$ cat src/rtl/fifo_1c_ext_pkg.sv
// Shared types and elaboration helpers for the extended single-clock FIFO.
package fifo_1c_ext_pkg;

  typedef enum logic {
    RD_STD  = 1'b0,
    RD_FWFT = 1'b1
  } rd_mode_e;

  function automatic rd_mode_e mode_of(input int fwft);
    return (fwft != 0) ? RD_FWFT : RD_STD;
  endfunction

  function automatic bit thresholds_ok(input int aw, input int unsigned afull_th,
                                       input int unsigned aempty_th);
    return (afull_th <= (32'd1 << aw)) && (aempty_th < (32'd1 << aw));
  endfunction

endpackage

$ cat src/rtl/fifo_1c_ext_if.sv
// Client-side bus of fifo_1c_ext: write/read requests, data, status and error flags.
interface fifo_1c_ext_if #(
  parameter int dw = 16,
  parameter int aw = 8
);
  logic [dw-1:0] din;
  logic          we;
  logic          re;
  logic          clr_err;
  logic [dw-1:0] dout;
  logic          valid;
  logic          full;
  logic          empty;
  logic          almost_full;
  logic          almost_empty;
  logic [aw:0]   count;
  logic          overflow;
  logic          underflow;

  modport master (
    output din, we, re, clr_err,
    input  dout, valid, full, empty, almost_full, almost_empty, count, overflow, underflow
  );

  modport slave (
    input  din, we, re, clr_err,
    output dout, valid, full, empty, almost_full, almost_empty, count, overflow, underflow
  );
endinterface

$ cat src/rtl/dpram.sv
// Simple dual-port RAM: port a writes, port b reads with one cycle of latency.
module dpram #(
  parameter int aw = 8,
  parameter int dw = 16
) (
  input  logic          i_clk,
  input  logic          i_we_a,
  input  logic [aw-1:0] i_addr_a,
  input  logic [dw-1:0] i_din_a,
  input  logic          i_re_b,
  input  logic [aw-1:0] i_addr_b,
  output logic [dw-1:0] o_dout_b
);
  logic [dw-1:0] r_mem [2**aw];
  logic [dw-1:0] r_q;

  always_ff @(posedge i_clk) begin
    if (i_we_a) r_mem[i_addr_a] <= i_din_a;
    if (i_re_b) r_q <= r_mem[i_addr_b];
  end

  assign o_dout_b = r_q;
endmodule

$ cat src/rtl/fifo_1c_ext_ctl.sv
// Pointer, occupancy, status-flag and sticky-error control shared by both read modes.
module fifo_1c_ext_ctl
  import fifo_1c_ext_pkg::*;
#(
  parameter int          aw        = 8,
  parameter int          fwft      = 0,
  parameter int unsigned afull_th  = 2**aw - 2,
  parameter int unsigned aempty_th = 2
) (
  input  logic          clk,
  input  logic          rst_n,
  input  logic          i_we,
  input  logic          i_re,
  input  logic          i_clr_err,
  input  logic          i_rd_adv,
  input  logic          i_valid_next,
  output logic          o_wacc,
  output logic          o_racc,
  output logic [aw-1:0] o_waddr,
  output logic [aw-1:0] o_raddr,
  output logic          o_ram_ne,
  output logic          o_full,
  output logic          o_empty,
  output logic          o_almost_full,
  output logic          o_almost_empty,
  output logic [aw:0]   o_count,
  output logic          o_overflow,
  output logic          o_underflow
);
  localparam rd_mode_e    MODE      = mode_of(fwft);
  localparam logic [aw:0] CAP       = {1'b1, {aw{1'b0}}};
  localparam logic [aw:0] AFULL_TH  = (aw+1)'(afull_th);
  localparam logic [aw:0] AEMPTY_TH = (aw+1)'(aempty_th);

  logic [aw:0] r_wp, r_rp, r_count;
  logic        r_full, r_empty, r_afull, r_aempty, r_ovf, r_udf;
  logic        w_wacc, w_racc, w_empty_next;
  logic [aw:0] w_count_next;

  assign w_wacc       = i_we & ~r_full;
  assign w_racc       = i_re & ~r_empty;
  assign w_count_next = r_count + (aw+1)'(w_wacc) - (aw+1)'(w_racc);
  // In FWFT mode "empty" tracks the output stage, not the word count.
  assign w_empty_next = (MODE == RD_FWFT) ? ~i_valid_next : (w_count_next == '0);

  always_ff @(posedge clk) begin
    if (!rst_n) begin
      r_wp     <= '0;
      r_rp     <= '0;
      r_count  <= '0;
      r_full   <= 1'b0;
      r_empty  <= 1'b1;
      r_afull  <= 1'b0;
      r_aempty <= 1'b1;
      r_ovf    <= 1'b0;
      r_udf    <= 1'b0;
    end else begin
      if (w_wacc)   r_wp <= r_wp + (aw+1)'(1);
      if (i_rd_adv) r_rp <= r_rp + (aw+1)'(1);
      r_count  <= w_count_next;
      r_full   <= (w_count_next == CAP);
      r_empty  <= w_empty_next;
      r_afull  <= (w_count_next >= AFULL_TH);
      r_aempty <= (w_count_next <= AEMPTY_TH);
      if (i_we && r_full)       r_ovf <= 1'b1;
      else if (i_clr_err)       r_ovf <= 1'b0;
      if (i_re && r_empty)      r_udf <= 1'b1;
      else if (i_clr_err)       r_udf <= 1'b0;
    end
  end

  assign o_wacc         = w_wacc;
  assign o_racc         = w_racc;
  assign o_waddr        = r_wp[aw-1:0];
  assign o_raddr        = r_rp[aw-1:0];
  assign o_ram_ne       = (r_wp != r_rp);
  assign o_full         = r_full;
  assign o_empty        = r_empty;
  assign o_almost_full  = r_afull;
  assign o_almost_empty = r_aempty;
  assign o_count        = r_count;
  assign o_overflow     = r_ovf;
  assign o_underflow    = r_udf;
endmodule

$ cat src/rtl/fifo_1c_ext.sv
// Single-clock FIFO with optional first-word-fall-through output, threshold flags,
// occupancy count and sticky overflow/underflow.
module fifo_1c_ext
  import fifo_1c_ext_pkg::*;
#(
  parameter int          dw        = 16,
  parameter int          aw        = 8,
  parameter int          fwft      = 0,
  parameter int unsigned afull_th  = 2**aw - 2,
  parameter int unsigned aempty_th = 2
) (
  input logic           clk,
  input logic           rst_n,
  fifo_1c_ext_if.slave  bus
);
  localparam rd_mode_e MODE = mode_of(fwft);

  if (!thresholds_ok(aw, afull_th, aempty_th)) begin : g_bad_th
    $error("fifo_1c_ext: afull_th must be <= 2**aw and aempty_th < 2**aw");
  end

  logic          w_wacc, w_racc, w_ram_ne, w_rd_adv, w_valid_next;
  logic [aw-1:0] w_waddr, w_raddr;
  logic [dw-1:0] w_ram_q;
  logic          r_valid;
  logic [dw-1:0] r_dout;

  fifo_1c_ext_ctl #(
    .aw        (aw),
    .fwft      (fwft),
    .afull_th  (afull_th),
    .aempty_th (aempty_th)
  ) u_ctl (
    .clk            (clk),
    .rst_n          (rst_n),
    .i_we           (bus.we),
    .i_re           (bus.re),
    .i_clr_err      (bus.clr_err),
    .i_rd_adv       (w_rd_adv),
    .i_valid_next   (w_valid_next),
    .o_wacc         (w_wacc),
    .o_racc         (w_racc),
    .o_waddr        (w_waddr),
    .o_raddr        (w_raddr),
    .o_ram_ne       (w_ram_ne),
    .o_full         (bus.full),
    .o_empty        (bus.empty),
    .o_almost_full  (bus.almost_full),
    .o_almost_empty (bus.almost_empty),
    .o_count        (bus.count),
    .o_overflow     (bus.overflow),
    .o_underflow    (bus.underflow)
  );

  dpram #(
    .aw (aw),
    .dw (dw)
  ) u_ram (
    .i_clk    (clk),
    .i_we_a   (w_wacc),
    .i_addr_a (w_waddr),
    .i_din_a  (bus.din),
    .i_re_b   (w_rd_adv),
    .i_addr_b (w_raddr),
    .o_dout_b (w_ram_q)
  );

  if (MODE == RD_FWFT) begin : g_fwft
    logic r_q_vld;
    logic w_xfer;

    // RAM output acts as a hidden skid stage feeding the head register, so
    // streaming pops can refill the head every cycle.
    assign w_xfer       = r_q_vld & (~r_valid | w_racc);
    assign w_rd_adv     = w_ram_ne & (~r_q_vld | w_xfer);
    assign w_valid_next = w_xfer | (r_valid & ~w_racc);

    always_ff @(posedge clk) begin
      if (!rst_n) begin
        r_q_vld <= 1'b0;
        r_valid <= 1'b0;
      end else begin
        r_q_vld <= w_rd_adv | (r_q_vld & ~w_xfer);
        r_valid <= w_valid_next;
      end
    end

    always_ff @(posedge clk) begin
      if (w_xfer) r_dout <= w_ram_q;
    end
  end else begin : g_std
    logic r_rd_d1;

    assign w_rd_adv     = w_racc;
    assign w_valid_next = 1'b0;

    always_ff @(posedge clk) begin
      if (!rst_n) begin
        r_rd_d1 <= 1'b0;
        r_valid <= 1'b0;
      end else begin
        r_rd_d1 <= w_racc;
        r_valid <= r_rd_d1;
      end
    end

    always_ff @(posedge clk) begin
      if (r_rd_d1) r_dout <= w_ram_q;
    end
  end

  assign bus.dout  = r_dout;
  assign bus.valid = r_valid;
endmodule
$ cat src/flat_wrapper.sv
// flat-port wrapper written by rule: the top's interface ports become plain ports
module fifo_1c_ext_flat import fifo_1c_ext_pkg::*;
#(
  parameter int          dw        = 16,
  parameter int          aw        = 8,
  parameter int          fwft      = 0,
  parameter int unsigned afull_th  = 2**aw - 2,
  parameter int unsigned aempty_th = 2
)
  (clk, rst_n, bus_din, bus_we, bus_re, bus_clr_err, bus_dout, bus_valid, bus_full, bus_empty, bus_almost_full, bus_almost_empty, bus_count, bus_overflow, bus_underflow);
  fifo_1c_ext_if #(.dw(dw), .aw(aw)) bus_i ();
  input logic clk;
  input logic rst_n;
  input wire logic [$bits(bus_i.din)-1:0] bus_din;
  input wire logic [$bits(bus_i.we)-1:0] bus_we;
  input wire logic [$bits(bus_i.re)-1:0] bus_re;
  input wire logic [$bits(bus_i.clr_err)-1:0] bus_clr_err;
  output wire logic [$bits(bus_i.dout)-1:0] bus_dout;
  output wire logic [$bits(bus_i.valid)-1:0] bus_valid;
  output wire logic [$bits(bus_i.full)-1:0] bus_full;
  output wire logic [$bits(bus_i.empty)-1:0] bus_empty;
  output wire logic [$bits(bus_i.almost_full)-1:0] bus_almost_full;
  output wire logic [$bits(bus_i.almost_empty)-1:0] bus_almost_empty;
  output wire logic [$bits(bus_i.count)-1:0] bus_count;
  output wire logic [$bits(bus_i.overflow)-1:0] bus_overflow;
  output wire logic [$bits(bus_i.underflow)-1:0] bus_underflow;
  assign bus_i.din = bus_din;
  assign bus_i.we = bus_we;
  assign bus_i.re = bus_re;
  assign bus_i.clr_err = bus_clr_err;
  assign bus_dout = bus_i.dout;
  assign bus_valid = bus_i.valid;
  assign bus_full = bus_i.full;
  assign bus_empty = bus_i.empty;
  assign bus_almost_full = bus_i.almost_full;
  assign bus_almost_empty = bus_i.almost_empty;
  assign bus_count = bus_i.count;
  assign bus_overflow = bus_i.overflow;
  assign bus_underflow = bus_i.underflow;
  fifo_1c_ext #(.dw(dw), .aw(aw), .fwft(fwft), .afull_th(afull_th), .aempty_th(aempty_th)) u_core (.clk(clk), .rst_n(rst_n), .bus(bus_i));
endmodule
$ cat config.mk
export PLATFORM = sky130hd
export DESIGN_NAME = fifo_1c_ext_flat
export DESIGN_NICKNAME = d
export VERILOG_FILES = /design/src/rtl/fifo_1c_ext_pkg.sv /design/src/rtl/fifo_1c_ext_if.sv /design/src/rtl/dpram.sv /design/src/rtl/fifo_1c_ext_ctl.sv /design/src/rtl/fifo_1c_ext.sv /design/src/flat_wrapper.sv
export SDC_FILE = /design/constraint.sdc
export NUM_CORES = 2
export LEC_CHECK = 0
export BUFFER_PORTS_ARGS = -buffer_cell sky130_fd_sc_hd__buf_4
export CAP_MARGIN = 20
export CORE_ASPECT_RATIO = 1.2
export CORE_MARGIN = 4
export CORE_UTILIZATION = 45
export DETAILED_ROUTE_END_ITERATION = 8
export GPL_ROUTABILITY_DRIVEN = 0
export GPL_TIMING_DRIVEN = 1
export PLACE_DENSITY = 0.64
export SYNTH_ARGS = -nofsm -noshare
export SYNTH_HDL_FRONTEND = slang
export SYNTH_SLANG_ARGS = --single-unit
$ cat constraint.sdc
create_clock -name clk -period 5.1 [get_ports clk]
set_input_delay 0.255 -clock clk [delete_from_list [all_inputs] [get_ports clk]]
set_output_delay 0.255 -clock clk [all_outputs]
set_load 0.005 [all_outputs]
==> metrics.cfg <==
[run_status]
status = complete, no violations

[synth]
syn_inst = 7387
synth_adder_area_share_pct = 0.122
syn_area_mm2 = 0.160
async_reset_ff_share_pct = 0
yosys_warnings = 0
avgSynthCellArea_um2 = 21.7
synth_top_area_cell = edfxtp_1
synth-seq-area-share_pct = 77.8
synth_compound_area_share_pct = 3.62
synth_edf_count = 4128
synth-xor-area-share_pct = 0.104
yosys.area_share.simple_pct = 1.71
synth_cell_type_count = 82
synth_top_area_share_pct = 77.4
synth_top_flop_cell = edfxtp_1
syn_nets = 7423
synth-seq-cells = 4161
synthTopCellsByArea = edfxtp_1 (77%), mux4_2 (12%), mux2i_1 (2.5%)
synthMuxAreaShare_pct = 14.9
synth_top_family_by_area = multiplexers

[sta]
final_max_slew_viol_count = 0
skew_ns = 0.0720
max_freq_mhz = 209
setup_viol = 0
tightest_slew_ns = 1.33
fin_crit_ns = 4.79
grt_setup_unrepaired = no
timing.final.ws_setup_ns = 0.313
tns_ns = 0
hold_violations = 0
slew_headroom_pct = 10.2
finalCritPeriodShare_pct = 93.9

[global_route]
antenna_found_initial = 25
grt_pass1_wl_mm = 666
grt_use_total_pct = 26.1
grt.overflow.total = 0
grt_use_met3_pct = 6.52
first_global_vias = 81400
grt_max_degree = 173
use_met1_pct = 33.1
grt_busiest_layer = met2
grtUsageMet2_pct = 41.5

[critical_path]
startpoint_type = flop
worstPathRequired_ns = 5.76
crit_path_max_fanout = 38
cp.arrival_ns = 5.45
end_kind = flop
reg2reg_depth = 7
critical_path_class = flop to flop

[die]
die_w_um = 553
die_h_um = 661
die_area_mm2 = 0.366
initial_core_util_pct = 45.3
io_pins = 53
num_rows = 239
fp.coreArea_mm2 = 0.354

[cts]
clock_path_buffers = 4
cts_root_buf = clkbuf_16
cts_buffers = 385
cts_htree_levels = 5
tritoncts = yes
worstSkewPairLatency_ns = 0.94
path_clk_slew_ns = 0.07
cts_sinks = 4161
cts_setup_buffers = 0

[drt]
drt_iter0_drc = 12776
via_count = 83326
wl_mm = 483
drc = 0
antenna_left = 0
first_pass_iters = 8
wl_per_cell_um = 37.1
via_per_inst = 6.39

[pwr]
comb_power_share_pct = 5.7
p_sw_share_pct = 21.1
netSwitchingPower_mw = 15.0
clockPowerShare_pct = 41.2
intPower_mw = 56.1
leakage_nw = 56.1
ir_drop_v = 0.000305
p_seq_share_pct = 53.1
powerDensity_mw_per_mm2 = 389

[layout]
fin_nets = 8043
layout-drive-gt1-share_pct = 26.7
syn_to_final_growth_pct = 14.0

[placement]
pre_cts_ws_ns = 0.551
place_hpwl_mm = 299
port_buffers = 52

[run]
cap_violations = 0

[hold_path]
whs_path_depth = 1
min_path_type = input port to flop

==> metrics by stage <==
stage          instance area (µm²)  power [mW]  util [%]  hold WS [ns]  cells
2_1_floorplan               160000        40.8         -         0.354   7387
3_3_place_gp                170000        42.4      47.9         0.491  12291
3_5_place_dp                170000        42.5      47.9         0.500  12300
4_1_cts                     183000        71.3      51.6        0.0429  13017
5_1_grt                     183000        73.1      51.6        0.0652  13019
6_report                    183000        71.1      51.6        0.0548  13036
==> per-layer routing <==
layer,vias to the layer above,share of wire (%)
li1,32451,-
met1,44320,35
met2,5433,47
met3,1104,11
met4,18,6.6
met5,-,0.026
==> power by group through the flow <==
stage / Combinational (mW) / Sequential (mW) / Clock [mW]
final: 4.02 / 37.8 / 29.3
after CTS: 4.02 / 37.7 / 29.6
after floorplan: 2.37 / 38.4 / 0
after global routing: 4.23 / 37.7 / 31.1
after global placement: 3.90 / 38.5 / 0
after detailed placement: 3.99 / 38.5 / 0
==> synth_stat cells (28+ instances only) <==
master	instances
edfxtp_1	4128
mux4_2	872
mux2i_1	401
nor2_1	324
clkbuf_1	188
a21oi_1	168
a22oi_1	139
buf_2	115
nand2_1	112
a221oi_1	92
o21ai_0	75
nand3_1	64
a22o_1	56
buf_6	55
o221ai_1	54
a211oi_1	43
o22ai_1	43
buf_4	40
dfxtp_1	33
buf_1	28
==> worst max-delay path: stages (launching register included) <==
cell      delay, ns
dfxtp_4        0.98
and2_2         1.13
buf_4          0.40
a221oi_1       0.23
a22oi_1        0.50
o21ai_0        0.39
a211oi_1       0.64
o32ai_1        0.18
==> registers in the layout, summed over array words and instances, names as in the netlist, 8 cells and up <==
register and flops:
u_core.u_ram.r_mem 4096, u_core.u_ctl.r_wp 8, u_core.u_ctl.r_rp 8, u_core.u_ctl.o_count 9
u_core.bus.dout 16, u_core.u_ram.o_dout_b 16
==> logic make-up (layout without fill, tap and decap cells) <==
group | count (synthesis) | in the layout
fa+ha+maj | 15 | 15
flops | 4161 | 4161
simple gates | 621 | 621
xor+xnor | 19 | 19
mux | 1286 | 1286
buf+inv | 473 | 1405
compound gates | 812 | 812
other cells | 0 | 18
==> final cells by class <==
cell class	count	area (µm²)
clock inverter	236	2590
multi-input combinational	2753	33100
inverter	26	105
fill	27185	171000
sequential	4161	125000
clock buffer	463	10100
timing repair buffer	680	6040
tap	4699	5880
antenna	18	45.0
==> worst paths after layout <==
kind                                                   startpoint                              endpoint  slack, ns
worst max-delay path            u_core.u_ctl.r_rp[1]$_SDFFE_PN0P_    u_core.u_ram.o_dout_b[0]$_DFFE_PP_       0.31
worst min-delay path                                   bus_din[7]  u_core.u_ram.r_mem[217][7]$_DFFE_PP_       0.05
worst max register to register  u_core.u_ctl.r_rp[1]$_SDFFE_PN0P_    u_core.u_ram.o_dout_b[0]$_DFFE_PP_       0.31
worst min register to register  u_core.u_ctl.r_wp[4]$_SDFFE_PN0N_     u_core.u_ctl.r_wp[4]$_SDFFE_PN0N_       0.62
==> timing repair <==
action                                 in CTS  in global routing
hold buffers                               18                  0
endpoints found under the hold margin     817                  0
gates resized for setup                     0                  0
==> layout by cell type (no fill, tap or decap), types with 20 or more instances in the layout <==
master	instances
a211oi_1	43
a21oi_1	167
a221oi_1	92
a22o_1	56
a22oi_1	139
and2_1	21
buf_12	62
buf_4	581
bufinv_16	52
clkbuf_1	66
clkbuf_16	394
clkinv_1	76
clkinv_2	72
clkinvlp_4	20
dfxtp_1	26
edfxtp_1	4128
inv_1	21
mux2i_1	401
mux4_2	872
nand2_1	112
nand3_1	56
nor2_1	245
nor2_2	76
nor3_1	20
o21ai_0	75
o221ai_1	54
o22ai_1	43
No activity file was read; power rests on OpenSTA's default activity.
